**src/rtl/io_handshake_controller.sv**
```systemverilog
// io_handshake_controller: stalls the CPU on IN until a debounced key press, latches OUT values for the display
// Ports: realClk/rst (sync, active-high); chave raw active-low key; dadosIN switches;
//   in_req/in_data/in_valid/cpu_stall for the IN instruction; out_req/out_data -> disp_data/disp_load;
//   aguardando_entrada high while waiting for the key.
module io_handshake_controller #(
  parameter int DEBOUNCE_CYCLES = 4
) (
  input  logic        realClk,
  input  logic        rst,
  input  logic        chave,
  input  logic [7:0]  dadosIN,
  input  logic        in_req,
  output logic [31:0] in_data,
  output logic        in_valid,
  output logic        cpu_stall,
  input  logic        out_req,
  input  logic [31:0] out_data,
  output logic [31:0] disp_data,
  output logic        disp_load,
  output logic        aguardando_entrada
);
  localparam int CW = $clog2(DEBOUNCE_CYCLES + 1);
  localparam logic [1:0] IDLE = 2'd0, WAIT_PRESS = 2'd1, WAIT_RELEASE = 2'd2;
  logic          sync1_q, sync2_q, db_q, db_d, db_prev_q, press;
  logic [CW-1:0] cnt_q, cnt_d;
  logic [1:0]    state_q, state_d;
  logic [31:0]   in_data_q, in_data_d, disp_data_q, disp_data_d;
  logic          in_valid_q, in_valid_d, disp_load_q, disp_load_d;
  always_ff @(posedge realClk) begin
    if (rst) begin
      sync1_q     <= 1'b1;
      sync2_q     <= 1'b1;
      db_q        <= 1'b1;
      db_prev_q   <= 1'b1;
      cnt_q       <= '0;
      state_q     <= IDLE;
      in_data_q   <= '0;
      in_valid_q  <= 1'b0;
      disp_data_q <= '0;
      disp_load_q <= 1'b0;
    end else begin
      sync1_q     <= chave;
      sync2_q     <= sync1_q;
      db_q        <= db_d;
      db_prev_q   <= db_q;
      cnt_q       <= cnt_d;
      state_q     <= state_d;
      in_data_q   <= in_data_d;
      in_valid_q  <= in_valid_d;
      disp_data_q <= disp_data_d;
      disp_load_q <= disp_load_d;
    end
  end
  // Counter runs only while the sample disagrees with db; the DEBOUNCE_CYCLES-th disagreement flips db.
  always_comb begin
    db_d  = db_q;
    cnt_d = '0;
    if (sync2_q != db_q) begin
      if (cnt_q == CW'(DEBOUNCE_CYCLES - 1)) db_d = ~db_q;
      else cnt_d = cnt_q + 1'b1;
    end
  end
  assign press = db_prev_q & ~db_q;
  always_comb begin
    state_d     = state_q;
    in_valid_d  = 1'b0;
    in_data_d   = in_data_q;
    disp_data_d = out_req ? out_data : disp_data_q;
    disp_load_d = out_req;
    case (state_q)
      IDLE:         state_d = in_req ? WAIT_PRESS : IDLE;
      WAIT_PRESS: begin
        if (!in_req) state_d = IDLE;
        else if (press) begin
          state_d    = WAIT_RELEASE;
          in_valid_d = 1'b1;
          in_data_d  = {24'b0, dadosIN};
        end
      end
      WAIT_RELEASE: state_d = db_q ? IDLE : WAIT_RELEASE;
      default:      state_d = IDLE;
    endcase
  end
  always_comb begin
    aguardando_entrada = state_q == WAIT_PRESS;
    cpu_stall          = ~rst & in_req & ~in_valid_q;
    in_data            = in_data_q;
    in_valid           = in_valid_q;
    disp_data          = disp_data_q;
    disp_load          = disp_load_q;
  end
endmodule

```
**config.mk**
```make
export PLATFORM = sky130hd
export DESIGN_NAME = io_handshake_controller
export DESIGN_NICKNAME = d
export VERILOG_FILES = /design/src/rtl/io_handshake_controller.sv
export SDC_FILE = /design/constraint.sdc
export NUM_CORES = 1
export LEC_CHECK = 0
export ABC_AREA = 0
export CAP_MARGIN = 0
export CORE_ASPECT_RATIO = 0.5
export CORE_UTILIZATION = 30
export DETAILED_ROUTE_END_ITERATION = 16
export GPL_TIMING_DRIVEN = 1
export PLACE_DENSITY_LB_ADDON = 0.08
export SYNTH_ARGS = -nofsm -noshare
export SYNTH_HDL_FRONTEND = slang
export SYNTH_SLANG_ARGS = --single-unit
```
**constraint.sdc**
```tcl
create_clock -name realClk -period 1.36 [get_ports realClk]
set_input_delay 0.136 -clock realClk [delete_from_list [all_inputs] [get_ports realClk]]
set_output_delay 0.136 -clock realClk [all_outputs]
set_load 0.02 [all_outputs]
```
==> metrics.md <==
| Metric | Value |
|---|---|
| Worst Path Required | 1.22 ns |
| Largest net degree at the start of global routing | 24 |
| Starting density of the core | 32.3% |
| Worst Hold Class | input pin to flop |
| Crit-path slowest cell | clkdlybuf4s50_1 |
| Hold path depth | 4 |
| # setup viols final | 0 |
| Post-synthesis sequential area ratio | 50.2% |
| Critical Path End Type | output pin |
| Crit path from | rst |
| FILL cells | 646 |
| IO Count | 113 |
| Clock slew at reported path FFs | 0.06 ns |
| Mapped Cells | 203 |
| GP Congestion | 0.682 |
| Ant. Diodes | 0 |
| Sink Count | 51 |
| Die Wd | 118 um |
| CP max FO | 2 |
| Final min period | 1.28 ns |
| Synth cell types | 26 |
| Switching share of power | 24.8% |
| CP Capture Point | cpu_stall |
| Cts hold-fix bufs | 0 |
| Cell area after synthesis | 2040 um^2 |
| Worst path cell trace | clkdlybuf4s50_1 > nand2b_1 > nor2_1 > dlygate4sd2_1 |
| P_int | 2490 uW |
| Root Driver | clkbuf_16 |
| P per Cell Area | 1080 nW/um^2 |
| R2R depth | 4 |
| DR vias | 1581 |
| Final Max Tran Viols | 0 |
| Critical Path AT | 1.14 ns |
| Worst r2r src | cnt_q[0] |
| Reg power frac | 47.9% |
| Overall Global Routing Usage | 12.3% |
| CP max stage delay | 0.42 ns |
| Final ANT Viol Nets | 0 |
| Skew final | 0.00232 ns |
| Max H-tree Level | 2 |
| DIE AREA | 7140 um^2 |
| Part of the power in combinational logic | 15.6% |
| Synth Warn # | 0 |
| CTS tree | built |
| Fin nets | 342 |
| Min-delay src | out_req |
| Worst slack at placement | -0.194 ns |
| Final WS setup | 0.0813 ns |
| Clock Latency Late Sink | 0.28 ns |
| DRC | 0 |
| FMAX | 782 MHz |
| RSZ-0062 raised after global routing | no |
| CORE AREA | 6310 um^2 |
| Row cnt | 20 |
| Routed len/inst | 11.1 um |
| Avg Inst Size Synth | 10.0 um^2 |
| NetSw | 819 uW |
| Hold Worst Slack | 0.355 ns |
| R2R Setup Slk | 0.08 ns |
| Input/output buffers | 88 |
| Static Leak | 0.00160 uW |
| Register bit total from synthesis | 51 |
| Clock share of power | 36.5% |
| Die Span Y | 60.3 um |
| TritonRoute pass-1 iters | 4 |
| Peak VDD IR | 523 uV |
| Initial DRC Count | 52 |
| Outcome | completed |
| Routed wire length | 4260 um |
| Vias per cell | 4.12 |
| Max clock buf depth | 2 |
| Share of the clock period used by the worst path | 94.0% |
| Total CTS buffers | 5 |
| Setup CP Type | input pin to output pin |
| First-pass GRT wire length | 6800 um |
| Initial antenna violation count | 0 |
| Vias in the first global route | 1508 |
| Layout cells sized above 1 | 7.77% |
| Global route overflow | 0 |
| Startpoint types | input pin |
| Max-cap violations | 0 |
| R2r endpoint | cnt_q[0] |
| Post-DP HPWL | 3100 um |
| Area growth syn-to-layout | 51.0% |
| Fin. Hold Viols | 0 |
-- critical path: cells and delay by family --
kind | cells | cell delay (ns)
AND/OR/NAND/NOR | 2 | 0.26
buffers and inverters | 2 | 0.75
-- synthesized netlist by cell type --
cell | number | area, um^2
xnor2_1 | 1 | 8.76
or2_2 | 2 | 12.5
o21ai_1 | 1 | 5.00
mux2i_1 | 32 | 320
buf_2 | 6 | 30.0
clkbuf_1 | 4 | 15.0
buf_1 | 1 | 3.75
nor2_1 | 37 | 139
nand4_1 | 1 | 6.26
ha_1 | 2 | 25.0
nand2b_1 | 8 | 50.1
nand2_1 | 3 | 11.3
a41o_1 | 1 | 10.0
conb_1 | 1 | 3.75
and4bb_1 | 1 | 12.5
a21oi_1 | 7 | 35.0
a311oi_1 | 1 | 8.76
and2_4 | 1 | 8.76
nor2b_1 | 2 | 12.5
o211ai_1 | 1 | 7.51
a31o_1 | 7 | 61.3
buf_4 | 24 | 180
dfxtp_1 | 51 | 1020
buf_6 | 2 | 22.5
inv_1 | 5 | 18.8
or3_1 | 1 | 6.26
-- power groups by stage --
stage	Combinational, uW	Sequential (uW)	Clock (uW)
detailed placement	556	1620	0
CTS	522	1590	1250
finish	516	1590	1210
global placement	551	1620	0
global route	554	1590	1320
floorplan	253	1690	0
-- kinds of logic (layout without fill, tap and decap cells) --
group / count (synthesis) / count (layout) / synth area share (%)
adder cells (fa/ha/maj): 2 / 2 / 1.23
XOR/XNOR: 1 / 1 / 0.430
buffers and inverters: 42 / 112 / 13.3
AND/OR/NAND/NOR: 56 / 56 / 12.7
AO/OA/AOI/OAI: 18 / 18 / 6.27
other: 1 / 24 / 0.184
multiplexers: 32 / 32 / 15.7
flip-flops: 51 / 51 / 50.2
-- cell type report --
| cell class | count | area (um^2) | share of cell area [%] |
|---|---|---|---|
| Tap cell | 88 | 110 | 3.58 |
| Clock buffer | 6 | 129 | 4.19 |
| Timing Repair Buffer | 99 | 946 | 30.8 |
| Sequential cell | 51 | 1020 | 33.2 |
| Multi-Input combinational cell | 133 | 836 | 27.2 |
| Inverter | 5 | 18.8 | 0.611 |
| Clock inverter | 2 | 12.5 | 0.407 |
-- state kept, by name, indices dropped and copies added (netlist names) --
| register | cells |
|---|---|
| disp_data | 32 |
| in_data | 8 |
| cnt_q | 3 |
| state_q | 2 |
| db_prev_q | 1 |
| db_q | 1 |
| disp_load | 1 |
| in_valid | 1 |
| sync1_q | 1 |
| sync2_q | 1 |
-- per-layer routing --
| layer | up-vias | share of wire [%] | routed length, um | GRT usage [%] |
|---|---|---|---|---|
| li1 | 806 | - | - | - |
| met1 | 699 | 45 | 1930 | 14.1 |
| met2 | 71 | 43 | 1840 | 20.5 |
| met3 | 5 | 10 | 430 | 5.53 |
| met4 | 0 | 1.5 | 63 | 4.88 |
| met5 | - | 0 | 0 | 0 |
-- timing repair --
item | 4_1_cts | 5_1_grt
setup buffers | 0 | 0
gates resized for setup | 36 | 9
endpoints found under the setup margin | 36 | 10
-- stage by stage --
stage	setup TNS, ns	instance area [um^2]	total power [uW]	cells	utilization, %
CTS	0	3050	3360	384	48.3
finish	0	3070	3310	384	48.7
global placement	-1.06	2950	2170	376	46.8
global route	0	3070	3460	384	48.7
detailed placement	-1.42	2950	2170	376	46.8
floorplan	0	2120	1940	226	-
-- cell usage in the layout (no fill, tap or decap) --
cell type        instances
dfxtp_1                 51
clkdlybuf4s50_1         43
nor2_1                  37
dlygate4sd2_1           36
mux2i_1                 32
conb_1                  24
buf_4                   10
nand2b_1                 8
dlymetal6s2s_1           8
a21oi_1                  7
a31o_1                   7
inv_1                    5
clkbuf_16                5
nand2_1                  3
or2_2                    2
nor2b_1                  2
ha_1                     2
a311oi_1                 1
and4bb_1                 1
and2_4                   1
xnor2_1                  1
or3_4                    1
o211ai_1                 1
a41o_1                   1
nand4_1                  1
o21ai_1                  1
clkinv_2                 1
clkinvlp_4               1
clkbuf_1                 1
buf_2                    1
buf_12                   1
-- worst min path at each step --
stage                          endpoint  slack (ns)
after global placement          sync2_q        0.40
after floorplan                 sync1_q        0.24
after detailed placement        sync2_q        0.40
final                     disp_data[27]        0.36
after global routing          disp_load        0.36
after CTS                 disp_data[27]        0.35
Power figures use the tool's default switching activity.
